$ cat config.mk
export PLATFORM = sky130hd
export DESIGN_NAME = ram_bus_master
export DESIGN_NICKNAME = d
export VERILOG_FILES = /design/src/rtl/ram_bus_master.sv
export SDC_FILE = /design/constraint.sdc
export NUM_CORES = 1
export LEC_CHECK = 0
export BUFFER_PORTS_ARGS = -buffer_cell sky130_fd_sc_hd__buf_2
export CAP_MARGIN = 20
export CORE_MARGIN = 4
export CORE_UTILIZATION = 48
export CTS_BUF_LIST = sky130_fd_sc_hd__clkbuf_8
export DETAILED_ROUTE_END_ITERATION = 16
export GPL_ROUTABILITY_DRIVEN = 0
export PLACE_DENSITY = 0.82
export SKIP_CTS_REPAIR_TIMING = 1
export SLEW_MARGIN = 20
export SYNTH_ARGS = -nofsm -noshare
export SYNTH_HDL_FRONTEND = slang
export SYNTH_SLANG_ARGS = --single-unit
$ cat constraint.sdc
create_clock -name clk -period 2.95 [get_ports clk]
set_clock_uncertainty 0.15 [all_clocks]
set_input_delay 0.295 -clock clk [delete_from_list [all_inputs] [get_ports clk]]
set_output_delay 0.295 -clock clk [all_outputs]
set_load 0.01 [all_outputs]
$ cat src/rtl/ram_bus_master.sv
// Sequential bus master between the CPU load/store stage and a combinational word RAM.
// Range-checks one request at a time and steps the RAM through SETUP/ACCESS phases.
module ram_bus_master #(
    parameter int unsigned       DATA_W    = 32,
    parameter int unsigned       ADDR_W    = 32,
    parameter int unsigned       RAM_LAST  = 99,
    parameter int unsigned       WAIT_CYC  = 1,
    parameter logic [ADDR_W-1:0] PARK_ADDR = 32'hFFFFFFFF
) (
    input  logic              clk,
    input  logic              rst,
    input  logic              cpu_req,
    input  logic              cpu_we,
    input  logic [ADDR_W-1:0] cpu_addr,
    input  logic [DATA_W-1:0] cpu_wdata,
    output logic              cpu_busy,
    output logic              cpu_done,
    output logic [DATA_W-1:0] cpu_rdata,
    output logic              cpu_err,
    output logic [ADDR_W-1:0] ram_addr,
    output logic              ram_w_r,
    output logic [DATA_W-1:0] ram_wr_data,
    input  logic [DATA_W-1:0] ram_rd_data
);

    localparam int unsigned       CNT_W     = 4;
    // A zero wait count would never leave ACCESS correctly; clamp it to one cycle.
    localparam int unsigned       WAIT_EFF  = (WAIT_CYC == 0) ? 1 : WAIT_CYC;
    localparam logic [CNT_W-1:0]  CNT_LOAD  = CNT_W'(WAIT_EFF - 1);
    localparam logic [ADDR_W-1:0] LAST_ADDR = ADDR_W'(RAM_LAST);

    typedef enum logic [1:0] {
        IDLE   = 2'd0,
        SETUP  = 2'd1,
        ACCESS = 2'd2,
        DONE   = 2'd3
    } state_e;

    state_e              state_q, state_d;
    logic [CNT_W-1:0]    cnt_q, cnt_d;
    logic                we_q, we_d;
    logic                busy_q, busy_d;
    logic                done_q, done_d;
    logic [DATA_W-1:0]   rdata_q, rdata_d;
    logic                err_q, err_d;
    logic [ADDR_W-1:0]   ram_addr_q, ram_addr_d;
    logic                ram_w_r_q, ram_w_r_d;
    logic [DATA_W-1:0]   ram_wr_data_q, ram_wr_data_d;

    // State and registered outputs
    always_ff @(posedge clk) begin
        if (rst) begin
            state_q       <= IDLE;
            cnt_q         <= '0;
            we_q          <= 1'b0;
            busy_q        <= 1'b0;
            done_q        <= 1'b0;
            rdata_q       <= '0;
            err_q         <= 1'b0;
            ram_addr_q    <= PARK_ADDR;
            ram_w_r_q     <= 1'b1;
            ram_wr_data_q <= '0;
        end else begin
            state_q       <= state_d;
            cnt_q         <= cnt_d;
            we_q          <= we_d;
            busy_q        <= busy_d;
            done_q        <= done_d;
            rdata_q       <= rdata_d;
            err_q         <= err_d;
            ram_addr_q    <= ram_addr_d;
            ram_w_r_q     <= ram_w_r_d;
            ram_wr_data_q <= ram_wr_data_d;
        end
    end

    // Next state; output values are computed for the state being entered
    always_comb begin
        state_d       = state_q;
        cnt_d         = cnt_q;
        we_d          = we_q;
        busy_d        = busy_q;
        done_d        = 1'b0;
        rdata_d       = rdata_q;
        err_d         = 1'b0;
        ram_addr_d    = ram_addr_q;
        ram_w_r_d     = ram_w_r_q;
        ram_wr_data_d = ram_wr_data_q;

        unique case (state_q)
            IDLE: begin
                busy_d     = 1'b0;
                ram_addr_d = PARK_ADDR;
                ram_w_r_d  = 1'b1;
                if (cpu_req) begin
                    we_d   = cpu_we;
                    busy_d = 1'b1;
                    if (cpu_addr <= LAST_ADDR) begin
                        state_d       = SETUP;
                        ram_addr_d    = cpu_addr;
                        ram_wr_data_d = cpu_wdata;
                    end else begin
                        state_d = DONE;
                        done_d  = 1'b1;
                        err_d   = 1'b1;
                        rdata_d = '0;
                    end
                end
            end
            SETUP: begin
                state_d   = ACCESS;
                busy_d    = 1'b1;
                cnt_d     = CNT_LOAD;
                ram_w_r_d = ~we_q;
            end
            ACCESS: begin
                busy_d = 1'b1;
                if (cnt_q == '0) begin
                    state_d    = DONE;
                    done_d     = 1'b1;
                    rdata_d    = we_q ? '0 : ram_rd_data;
                    ram_w_r_d  = 1'b1;
                    ram_addr_d = PARK_ADDR;
                end else begin
                    cnt_d = cnt_q - CNT_W'(1);
                end
            end
            DONE: begin
                state_d    = IDLE;
                busy_d     = 1'b0;
                ram_w_r_d  = 1'b1;
                ram_addr_d = PARK_ADDR;
            end
            default: begin
                state_d = IDLE;
            end
        endcase
    end

    assign cpu_busy    = busy_q;
    assign cpu_done    = done_q;
    assign cpu_rdata   = rdata_q;
    assign cpu_err     = err_q;
    assign ram_addr    = ram_addr_q;
    assign ram_w_r     = ram_w_r_q;
    assign ram_wr_data = ram_wr_data_q;

endmodule

**Word-level counts from Yosys, hierarchy flattened**

Cells that the tools add are included.

- Add/subtract/negate cells: 1
- $lt $le $gt $ge: 1
- Eq/ne operators: 7
- Mux-type cells: 23
- Bitwise operators: 2
- Reductions and logical operators: 14

Operator list:

| cell | count |
|---|---|
| $mux W32 | 7 |
| $pmux W32 S3 | 1 |
| $pmux W32 S2 | 1 |
| $le A32 B7 Y1 const B | 1 |
| $ne A2 B2 Y1 const B | 4 |
| $pmux W2 S4 | 1 |
| $pmux W4 S2 | 1 |
| $reduce_and A2 Y1 | 4 |
| $mux W2 | 3 |
| $pmux W1 S3 | 2 |
| $reduce_or A2 Y1 | 3 |
| $mux W1 | 5 |
| $eq A2 B2 Y1 const B | 2 |
| $logic_not A4 Y1 | 1 |
| $mux W4 | 1 |
| $reduce_and A4 Y1 | 1 |
| $reduce_bool A2 Y1 | 2 |
| $sub A4 B1 Y4 const B | 1 |
| $reduce_and A3 Y1 | 1 |
| $reduce_bool A3 Y1 | 1 |
| $eq A2 B1 Y1 const B | 1 |
| $logic_not A2 Y1 | 1 |
| $not A1 Y1 | 2 |
| $pmux W1 S2 | 1 |

- Register bits after elaboration: 107
- Input port bits: 100
- Logic and storage cells: 58

**Depth between registers and ports, before layout**

Gate-level depths: netlist (run 1).

- Depth after elaboration: 4
- Depth in mapped cells: 8

**Least setup slack after synthesis (run 1)**

OpenSTA, ideal clock, no wires.

- Path type: register to register
- From: register state_q[0]
- To: register rdata_q[29] (netlist: cpu_rdata[29])
- Library setup time: 122 ps
- Arrival: 1820 ps
- Required time: 2678 ps
- Setup slack: 858 ps
- Stages on the path, launching flop included: 9
- Buffers on the path: 2
- Clock period less this slack: 2092 ps
- Cell sequence: dfxtp_1 -> inv_1 -> ha_1 -> clkbuf_1 -> o21a_1 -> a21oi_1 -> clkbuf_1 -> o2bb2ai_1 -> a221o_1

- Word-level cells in the longest chain between the ends: 3
- Elaborated cells between the ends (all ways): 8
- Those cells by class: eq/ne: 4; mux: 1; reduce/logical: 3

Ends and longest elaborated chain:

| item | line | RTL |
|---|---|---|
| start, declared | 39 | `state_e state_q, state_d;` |
| start signal, assigned | 64 | `state_q <= state_d;` |
| $eq A2 B2 Y1 / $logic_not A2 Y1 (equally long branches) | 90 | `unique case (state_q)` |
| $ne A2 B2 Y1 (no source line) / $reduce_bool A2 Y1 (equally long branches) | - |  |
| $reduce_and A4 Y1 (no source line) | - |  |
| end signal, assigned | 69 | `rdata_q <= rdata_d;` |
| end, declared | 44 | `logic [DATA_W-1:0] rdata_q, rdata_d;` |

Several ways; a longest one is shown, not always the timed one.
A chain may end at the register's enable or synchronous reset.

**Worst setup path in the final report (run 1)**

- From: register state_q[0]
- To: register rdata_q[30] (netlist: cpu_rdata[30])

The elaborated chain is that of the path after synthesis.

==> metrics.md, run 1 <==
| Metric | Value |
|---|---|
| Count of final setup violators | 0 |
| Largest cells by area after synthesis | dfxtp_1 49%, a221o_1 7.3%, o2bb2ai_1 6.4%, nand2_1 5.6%, nand2b_1 5.1% |
| Syn nets | 579 |
| Max-cap violations | 0 |
| Clk slew on worst S/H paths | 0.11 ns |
| Critical Path End Type | flip-flop |
| Total CTS buffers | 9 |
| Top-Level Pins | 200 |
| Syn-to-layout area delta | 29.15% |
| First-pass GRT wire length | 18.91 mm |
| Ys async rst share | 0 |
| RSZ-0062 raised after global routing | false |
| Outcome | complete, no violations |
| Die area | 0.01077 mm2 |
| Row count | 34 |
| TNS Setup | 0 ns |
| Die W | 103.8 um |
| Worst path required time | 3.09 ns |
| Count of final hold-check violations | 0 |
| CTS tree | built |
| Drt total wl | 11.69 mm |
| CTS sink cnt | 107 |
| Post-synth EDFFs | 0 |
| Top-count cell post-synth | dfxtp_1 |
| Pwr per Cell Area | 556.4 mW/mm2 |
| Worst path max stage delay | 0.40 ns |
| Seq/Total Area, Yosys | 0.4864 |
| Cell Area, Placed | 0.005470 mm2 |
| Post-synth top area share | 0.4864 |
| Distinct cells, synth | 35 |
| Worst IR Drop VDD | 258.2 uV |
| Critical Path Slowest Stage Cell | or3_1 |
| Starting Density | 0.5001 |
| Synth top cells by count | 107 x dfxtp_1, 66 x nand2_1, 39 x a21oi_1 |
| Top Family by Delay on Critical Path | simple AND/OR/NAND/NOR gates |
| Worst Path Max Fanout | 32 |
| Ys flop type | dfxtp_1 |
| Final #Nets | 762 |
| Met1 usage | 0.2480 |
| Ys Warns | 0 |
| Core area | 0.008806 mm2 |
| Final cell count without fillers | 770 |
| Critical path type | reg2reg |
| Placed cells | 752 |
| Relative slew slack | 0.6100 |
| Met2 Use GR | 0.3589 |
| DRT iter0 DRCs | 185 |
| DR WL/cell | 15.19 um |
| Remaining DRCs | 0 |
| Worst-path cell chain | inv_1 -> ha_1 -> nand4bb_1 -> or3_1 -> nor2_2 -> buf_4 -> o2bb2ai_1 -> a221o_1 |
| GRT Total Usage | 0.2060 |
| WHS | 0.01837 ns |
| Routed vias/inst | 5.365 |
| Vias | 4131 |
| H-tree depth | 3 |
| Largest net degree at the start of global routing | 64 |
| Share of layout cells above drive strength 1 | 0.3505 |
| Final instance area | 0.005688 mm2 |
| CTS Root Cell | clkbuf_8 |
| Worst Path Arrival | 2.58 ns |
| Pre-Repair DR Iteration Count | 4 |
| Syn Inst Count | 474 |
| Synthesized area | 0.004404 mm2 |
| Static Leak | 2.358 nW |
| Worst skew pair latency | 0.35 ns |
| Hold Crit Class | in2reg |
| Period minus WS final | 2.434 ns |
| Vias in the first global route | 3920 |
| #FFs+latches synth | 107 |
| Slew Limit Fails | 0 |
| Final Cycle Share | 0.8251 |
| Slew @ Worst Pin | 0.5789 ns |
| IO Port Bufs | 199 |
| Worst path bufs/invs | 2 |
| HPWL Detailed | 8.455 mm |
| Antenna viol nets, final | 0 |
| Die Y | 103.8 um |
| Total grt overflow | 0 |
| Mean Syn Cell Area | 9.292 um2 |
| Fmax | 0.4108 GHz |
| ANT cells | 0 |
| Startpoint types | flip-flop |
| Met3 usage | 0.05970 |
| Clk buf depth | 2 |
| Post-synth top area cell | dfxtp_1 |
| Initial antenna violation count | 0 |
| Most used routing layer | met2 |
[area by class of cell]
type                            instances  area, um2
Timing Repair Buffer                  211       1091
Tap cell                              108      135.1
Clock inverter                          7      73.82
Fill cell                             737       3118
Inverter                                5      18.77
Clock buffer                            9      123.9
Multi-Input combinational cell        323       2103
Sequential cell                       107       2142
[power by group]
group / internal [W] / switching, W / leakage [nW] / total, W
sequential: 0.00153 / 0.0000554 / 0.865 / 0.00158
combinational: 0.000273 / 0.000414 / 1.39 / 0.000687
clock: 0.000398 / 0.000497 / 0.100 / 0.000895
total: 0.00220 / 0.000966 / 2.36 / 0.00316
[logic make-up (layout without fill, tap and decap cells)]
logic type | after synthesis | in the layout | share of synthesized area
flops | 107 | 107 | 0.4864
compound gates | 146 | 146 | 0.2545
simple gates | 171 | 171 | 0.2011
buf+inv | 44 | 232 | 0.04148
mux | 1 | 1 | 0.002273
fa+ha+maj | 5 | 5 | 0.01420
[routing by layer]
metal  vias to the layer above  part of all wire
met5                         -                 0
met2                       133              0.49
met1                      1928              0.43
met3                        10             0.063
met4                         0            0.0099
li1                       2060                 -
[cell usage in the layout, fill, tap and decap left out, types with 3 or more instances in the layout]
master	synthesis	routed
a21oi_1	39	38
clkbuf_8	0	9
nand3_1	3	3
nand2_1	66	66
o2bb2ai_1	32	32
nand2b_1	36	36
a221o_1	32	32
buf_4	1	10
o22a_1	5	5
dfxtp_1	107	107
nor4_1	5	5
o21ai_0	5	5
buf_2	11	199
nor2_1	10	9
nor3_1	7	6
o21a_1	26	26
inv_1	5	5
or3_1	3	3
nor2b_1	33	33
ha_1	5	5
[registers in the layout (all words and copies together) (netlist names)]
name,flops
ram_wr_data,32
state_q,2
cpu_busy,1
ram_w_r,1
cnt_q,4
cpu_rdata,32
we_q,1
cpu_done,1
ram_addr,32
cpu_err,1
[worst paths after layout]
kind / end / slack (ns) / from / depth (start not counted)
max: cpu_rdata[30]$_SDFFE_PP0P_ / 0.52 / state_q[0]$_SDFFE_PP0P_ / 8
min: ram_addr[2]$_SDFFE_PP1P_ / 0.02 / cpu_addr[2] / 2
max reg2reg: cpu_rdata[30]$_SDFFE_PP0P_ / 0.52 / state_q[0]$_SDFFE_PP0P_ / 8
min reg2reg: ram_wr_data[14]$_SDFFE_PP0P_ / 0.30 / ram_wr_data[14]$_SDFFE_PP0P_ / 2
[metrics by stage]
stage	util	setup slack [ns]	power [W]
2_1_floorplan	-	0.8581	0.002028
3_3_place_gp	0.6212	0.4654	0.002275
3_5_place_dp	0.6212	0.3722	0.002302
4_1_cts	0.6436	0.5380	0.003187
5_1_grt	0.6459	0.3512	0.003335
6_report	0.6459	0.5159	0.003165
Power figures use the tool's default switching activity.
==> inputs of run 2 (changes only) <==
==> constraint.sdc (replaced) <==
create_clock -name clk -period 2.3 [get_ports clk]
set_clock_uncertainty 0.15 [all_clocks]
set_input_delay 0.23 -clock clk [delete_from_list [all_inputs] [get_ports clk]]
set_output_delay 0.23 -clock clk [all_outputs]
set_load 0.01 [all_outputs]
==> metrics.md, run 2 (synthesis results as in run 1) <==
| Metric | Value |
|---|---|
| Worst path max stage delay | 0.41 ns (about the same) |
| Critical Path End Type | flip-flop |
| Initial antenna violation count | 0 (unchanged) |
| Slew @ Worst Pin | 0.7300 ns (+0.1511 ns) |
| Worst skew pair latency | 0.36 ns (about the same) |
| ANT cells | 0 (unchanged) |
| Total CTS buffers | 9 (unchanged) |
| Syn-to-layout area delta | 47.84% |
| DR WL/cell | 15.97 um (+5.2%) |
| Top Family by Delay on Critical Path | simple AND/OR/NAND/NOR gates |
| Static Leak | 2.692 nW (+14%) |
| Vias in the first global route | 4051 (+3.3%) |
| GRT Total Usage | 0.2112 (+0.005151) |
| Startpoint types | flip-flop |
| Fmax | 0.4550 GHz (+11%) |
| Worst reg2reg path startpoint | state_q[0]$_SDFFE_PP0P_ |
| Final cell count without fillers | 847 (+10%) |
| Register area | 0.002142 mm2 (unchanged) |
| Antenna viol nets, final | 0 (unchanged) |
| TNS Setup | 0 ns (unchanged) |
| Most common cell after layout, fill and taps aside | buf_2 |
| Worst Min Path Start | cpu_req |
| Die W | 103.8 um (unchanged) |
| Met2 Use GR | 0.3673 (+0.008411) |
| Critical Path Slowest Stage Cell | or3_1 |
| Met1 usage | 0.2519 (+0.003905) |
| Clk slew on worst S/H paths | 0.12 ns (about the same) |
| First-pass GRT wire length | 19.32 mm (+2.2%) |
| Max-cap violations | 0 (unchanged) |
| Multi-input logic area | 0.002113 mm2 (+0.48%) |
| CTS Root Cell | clkbuf_8 |
| Relative slew slack | 0.5120 (-0.09798) |
| Row count | 34 (unchanged) |
| IO Port Bufs | 199 (unchanged) |
| Worst path required time | 2.46 ns (-0.63 ns) |
| Tot Pwr | 0.004209 W (+33%) |
| CTS tree | built |
| Final #Nets | 839 (+10%) |
| HPWL Detailed | 8.745 mm (+3.4%) |
| Die area | 0.01077 mm2 (unchanged) |
| Largest net degree at the start of global routing | 41 (-36%) |
| Fill cells | 605 (-18%) |
| Clk buf depth | 2 (unchanged) |
| Outcome | complete, no violations |
| Pre-Repair DR Iteration Count | 4 (unchanged) |
| H-tree depth | 3 (unchanged) |
| Placed cells | 759 (+0.93%) |
| Slew Limit Fails | 0 (unchanged) |
| Remaining DRCs | 0 (unchanged) |
| Top-Level Pins | 200 (unchanged) |
| Worst Path Arrival | 2.36 ns (-0.22 ns) |
| CTS sink cnt | 107 (unchanged) |
| Worst Path Max Fanout | 32 (unchanged) |
| Routed vias/inst | 5.419 (+1.0%) |
| Met3 usage | 0.05721 (-0.002488) |
| Share of layout cells above drive strength 1 | 0.3248 (-0.02569) |
| Hold Crit Class | in2reg |
| Worst path bufs/invs | 2 (unchanged) |
| Pwr per Cell Area | 646.4 mW/mm2 (+16%) |
| Drt total wl | 13.53 mm (+16%) |
| Starting Density | 0.5001 (unchanged) |
| Total grt overflow | 0 (unchanged) |
| Critical path type | reg2reg |
| CP Launch Point | state_q[0]$_SDFFE_PP0P_ |
| Period minus WS final | 2.198 ns (-0.2362 ns) |
| Most used routing layer | met2 |
| Final Cycle Share | 0.9556 (+0.1305) |
| Most frequent cells in the layout | 199 x buf_2, 107 x dfxtp_1, 72 x dlygate4sd3_1, 66 x nand2_1, 38 x a21oi_1 |
| Worst IR Drop VDD | 434.0 uV (+68%) |
| Worst-path cell chain | inv_1 -> ha_2 -> nand4bb_1 -> or3_1 -> nor2_2 -> buf_12 -> o2bb2ai_1 -> a221o_1 |
| RSZ-0062 raised after global routing | false |
| Core area | 0.008806 mm2 (unchanged) |
| Count of final setup violators | 0 (unchanged) |
| Vias | 4590 (+11%) |
| Count of final hold-check violations | 0 (unchanged) |
| Die Y | 103.8 um (unchanged) |
| DRT iter0 DRCs | 228 (+23%) |
[run 2: changes by cell type in the layout (fill, tap and decap cells not counted), sizes merged]
cell	previous run	this run
dlygate4sd3	2	72
inv	7	9
clkinvlp	1	2
bufinv	1	0
buf	209	216
clkinv	3	1
[run 2: worst paths after layout]
kind | slack, ns | endpoint | cells after the start
worst max register to register | 0.10 | cpu_rdata[7]$_SDFFE_PP0P_ | 8
worst min register to register | 0.31 | ram_wr_data[16]$_SDFFE_PP0P_ | 2
worst min-delay path | 0.09 | ram_addr[5]$_SDFFE_PP1P_ | 3
worst max-delay path | 0.10 | cpu_rdata[7]$_SDFFE_PP0P_ | 8
[run 2: power breakdown]
part | total, W | switching, W | internal, W
clock | 0.00112 | 0.000696 | 0.000426
sequential | 0.00204 | 0.0000785 | 0.00196
combinational | 0.00105 | 0.000566 | 0.000482
[run 2: metal layers]
layer / wire length (um) / vias up
met5: 0 / -
met4: 242 / 0
met3: 989 / 25
met2: 6941 / 204
met1: 5355 / 2147
li1: - / 2214
[run 2: worst register-to-register path, cell delays in order, from the launching register on]
cell	delay, ns
dfxtp_1	0.36
inv_1	0.10
ha_2	0.26
nand4bb_1	0.20
or3_1	0.41
nor2_2	0.17
buf_12	0.20
o2bb2ai_1	0.16
a221o_1	0.13
[run 2: metrics by stage]
stage | worst slack, ns | utilization | hold WS, ns | cell area, um2
detailed placement | -0.05348 | 0.6343 | 0.2912 | 5585
floorplan | 0.2081 | - | 0.2189 | 4404
global route | 0.005800 | 0.7394 | 0.1169 | 6511
CTS | -0.06554 | 0.6564 | -0.07975 | 5781
global placement | 0.07406 | 0.6343 | 0.2846 | 5585
finish | 0.1021 | 0.7394 | 0.09363 | 6511
[run 2: area by class of cell]
cell class,instances,area share
Clock inverter,7,0.01095
Timing Repair Buffer,288,0.2929
Sequential cell,107,0.3290
Tap cell,108,0.02075
Inverter,5,0.002882
Multi-Input combinational cell,323,0.3246
Clock buffer,9,0.01902
==> inputs of run 3 (changes only) <==
--- a/config.mk
+++ b/config.mk
@@ -5,13 +5,15 @@
 export SDC_FILE = /design/constraint.sdc
 export NUM_CORES = 1
 export LEC_CHECK = 0
+export ABC_AREA = 1
 export BUFFER_PORTS_ARGS = -buffer_cell sky130_fd_sc_hd__buf_2
 export CAP_MARGIN = 20
 export CORE_MARGIN = 4
-export CORE_UTILIZATION = 48
+export CORE_UTILIZATION = 49
 export CTS_BUF_LIST = sky130_fd_sc_hd__clkbuf_8
 export DETAILED_ROUTE_END_ITERATION = 16
 export GPL_ROUTABILITY_DRIVEN = 0
+export HOLD_SLACK_MARGIN = 0.03
 export PLACE_DENSITY = 0.82
 export SKIP_CTS_REPAIR_TIMING = 1
 export SLEW_MARGIN = 20
==> constraint.sdc (replaced) <==
create_clock -name clk -period 2.3 [get_ports clk]
set_clock_uncertainty 0.15 [all_clocks]
set_input_delay 0.46 -clock clk [delete_from_list [all_inputs] [get_ports clk]]
set_output_delay 0.46 -clock clk [all_outputs]
set_load 0.01 [all_outputs]
==> metrics.md, run 3 <==
| Metric | Value |
|---|---|
| Outcome | complete, no violations |
| Placed cells | 935 (+23%) |
| CP Launch Point | state_q[0]$_SDFFE_PP0P_ |
| Antenna viol nets, final | 0 (unchanged) |
| Remaining DRCs | 0 (unchanged) |
| DRT iter0 DRCs | 192 (-16%) |
| Reg2Reg Setup Slack | 0.29 ns (+0.19 ns) |
| Worst skew pair latency | 0.34 ns (-0.02 ns) |
| Pwr per Cell Area | 1263 mW/mm2 (+95%) |
| Worst Path Max Fanout | 22 (-31%) |
| IO Port Bufs | 199 (unchanged) |
| R2R depth | 9 (+1) |
| CTS Root Cell | clkbuf_8 |
| Distinct cells, synth | 27 (-23%) |
| Slew Limit Fails | 0 (unchanged) |
| Starting Density | 0.5116 (+0.01145) |
| Top-Level Pins | 200 (unchanged) |
| Die W | 104.1 um (+0.31%) |
| Ys async rst share | 0 (unchanged) |
| Worst flop-to-flop path endpoint | cpu_rdata[1]$_SDFFE_PP0P_ |
| Core area | 0.008848 mm2 (+0.48%) |
| Largest net degree at the start of global routing | 65 (+59%) |
| Final #Nets | 943 (+12%) |
| Cell Area, Placed | 0.005603 mm2 (+0.31%) |
| Critical Path End Type | flip-flop |
| DR WL/cell | 12.15 um (-24%) |
| GRT Total Usage | 0.2057 (-0.005522) |
| Max-cap violations | 0 (unchanged) |
| Worst Path Arrival | 2.14 ns (-0.22 ns) |
| RSZ-0062 raised after global routing | false |
| TNS Setup | 0 ns (unchanged) |
| Pre-Repair DR Iteration Count | 4 (unchanged) |
| Crit path depth | 9 (+1) |
| Ys Warns | 0 (unchanged) |
| Fill cells | 787 (+30%) |
| First-pass GRT wire length | 18.89 mm (-2.2%) |
| HPWL Detailed | 8.489 mm (-2.9%) |
| Final cell count without fillers | 948 (+12%) |
| Final instance area | 0.005773 mm2 (-11%) |
| Top Family by Delay on Critical Path | simple AND/OR/NAND/NOR gates |
| Worst path required time | 2.43 ns (-0.03 ns) |
| Slew @ Worst Pin | 0.6335 ns (-0.09649 ns) |
| Initial antenna violation count | 0 (unchanged) |
| Total CTS buffers | 9 (unchanged) |
| Share of layout cells above drive strength 1 | 0.2786 (-0.04619) |
| Syn-to-layout area delta | 27.53% |
| Largest cells by area after synthesis | dfxtp_1 47%, nand2_1 15%, nor2_1 12%, a21oi_1 6.3%, inv_1 5.1% |
| CTS tree | built |
| Tot Pwr | 0.007293 W (+73%) |
| Count of final setup violators | 0 (unchanged) |
| Mean Syn Cell Area | 6.922 um2 (-26%) |
| Static Leak | 3.104 nW (+15%) |
| CTS sink cnt | 107 (unchanged) |
| Clk buf depth | 2 (unchanged) |
| Critical path type | reg2reg |
| Clk slew on worst S/H paths | 0.10 ns (-0.02 ns) |
| Relative slew slack | 0.5732 (+0.06116) |
| Synth top cells by count | 185 x nand2_1, 139 x nor2_1, 107 x dfxtp_1 |
| Most frequent cells in the layout | 199 x buf_2, 185 x nand2_1, 139 x nor2_1, 107 x dfxtp_1, 63 x inv_1 |
| Critical Path Slowest Stage Cell | dfxtp_1 |
| Row count | 34 (unchanged) |
| Vias | 4561 (-0.63%) |
| Post-synth top area share | 0.4732 (-0.01317) |
| Worst-path cell chain | inv_1 -> ha_1 -> nand2_2 -> o21ai_1 -> a21oi_4 -> nand2_2 -> nand2_1 -> nand2_1 -> nor2_1 |
| ANT cells | 0 (unchanged) |
| Top-count cell post-synth | nand2_1 |
| H-tree depth | 3 (unchanged) |
| #FFs+latches synth | 107 (unchanged) |
| Fmax | 0.4970 GHz (+9.2%) |
| Final Core Density | 0.6524 (-0.08698) |
| Period minus WS final | 2.012 ns (-0.1859 ns) |
| Total grt overflow | 0 (unchanged) |
| Post-synth top area cell | dfxtp_1 |
| Worst IR Drop VDD | 654.5 uV (+51%) |
| Die Y | 104.1 um (+0.31%) |
| Ys flop type | dfxtp_1 |
| Worst path max stage delay | 0.39 ns (-0.02 ns) |
| Final Cycle Share | 0.8748 (-0.08081) |
| Die area | 0.01084 mm2 (+0.63%) |
| Most common cell after layout, fill and taps aside | buf_2 |
| Vias in the first global route | 4296 (+6.0%) |
| Synthesized area | 0.004527 mm2 (+2.8%) |
| Startpoint types | flip-flop |
| Seq/Total Area, Yosys | 0.4732 (-0.01317) |
| Worst path bufs/invs | 1 (-1) |
| Count of final hold-check violations | 0 (unchanged) |
| Worst reg2reg path startpoint | state_q[0]$_SDFFE_PP0P_ |
| Drt total wl | 11.52 mm (-15%) |
| Post-synth EDFFs | 0 (unchanged) |
| CP endpoint | cpu_rdata[1]$_SDFFE_PP0P_ |
| Syn Inst Count | 654 (+38%) |
| Syn nets | 759 (+31%) |
| Worst Min Path Start | cpu_addr[0] |
| Routed vias/inst | 4.811 (-11%) |
| Hold Crit Class | in2reg |
## run 3: per-stage QoR
stage	worst slack [ns]	hold WS [ns]
after global placement	0.2660	0.2887
after detailed placement	0.1814	0.2929
final	0.2879	0.1642
after floorplan	0.5051	0.2932
after global routing	0.1271	0.1617
after CTS	0.2946	0.1532
## run 3: report_power, final
part	leakage (nW)	internal [W]	total (W)	switching [W]
Clock	0.0882	0.000481	0.00106	0.000583
Sequential	0.875	0.00245	0.00275	0.000308
Combinational	2.14	0.00138	0.00347	0.00210
## run 3: metal layers
metal  vias up  global-route usage  wire (um)
met5         -                   0          0
met4         0             0.06363        151
met3        13             0.06456        943
met2       159              0.3691       5750
met1      2030              0.2320       4674
li1       2359                   -          -
## run 3: layout make-up
class                   instances  area, um2  share of cell area
repair buffers                210       1141              0.1977
clock inverters                 4      46.29            0.008019
clock buffers                   9      123.9             0.02146
multi-input cells             446       1944              0.3368
flip-flops and latches        107       2142              0.3710
well taps                     108      135.1             0.02341
inverters                      64      240.2             0.04161
## run 3: cells by family (layout without fill, tap and decap cells)
logic type	after synthesis	after routing	share of synthesized area
AO/OA/AOI/OAI	76	76	0.09204
adder cells (fa/ha/maj)	5	5	0.01382
buffers and inverters	101	287	0.09729
flip-flops	107	107	0.4732
AND/OR/NAND/NOR	365	365	0.3237
## run 3: worst min path at each step
stage	endpoint	slack (ns)	cells past startpoint
after floorplan	cnt_q[0]$_SDFFE_PP0P_	0.29	1
after global placement	ram_w_r$_SDFFE_PP1P_	0.29	2
after detailed placement	ram_w_r$_SDFFE_PP1P_	0.29	2
after CTS	ram_addr[0]$_SDFFE_PP1P_	0.15	3
after global routing	ram_wr_data[20]$_SDFFE_PP0P_	0.16	3
final	ram_addr[0]$_SDFFE_PP1P_	0.16	3
## run 3: tightest hold or removal path, stage by stage
cell and delay (ns):
buf_2 0.07, o21bai_1 0.06, nand2_1 0.04
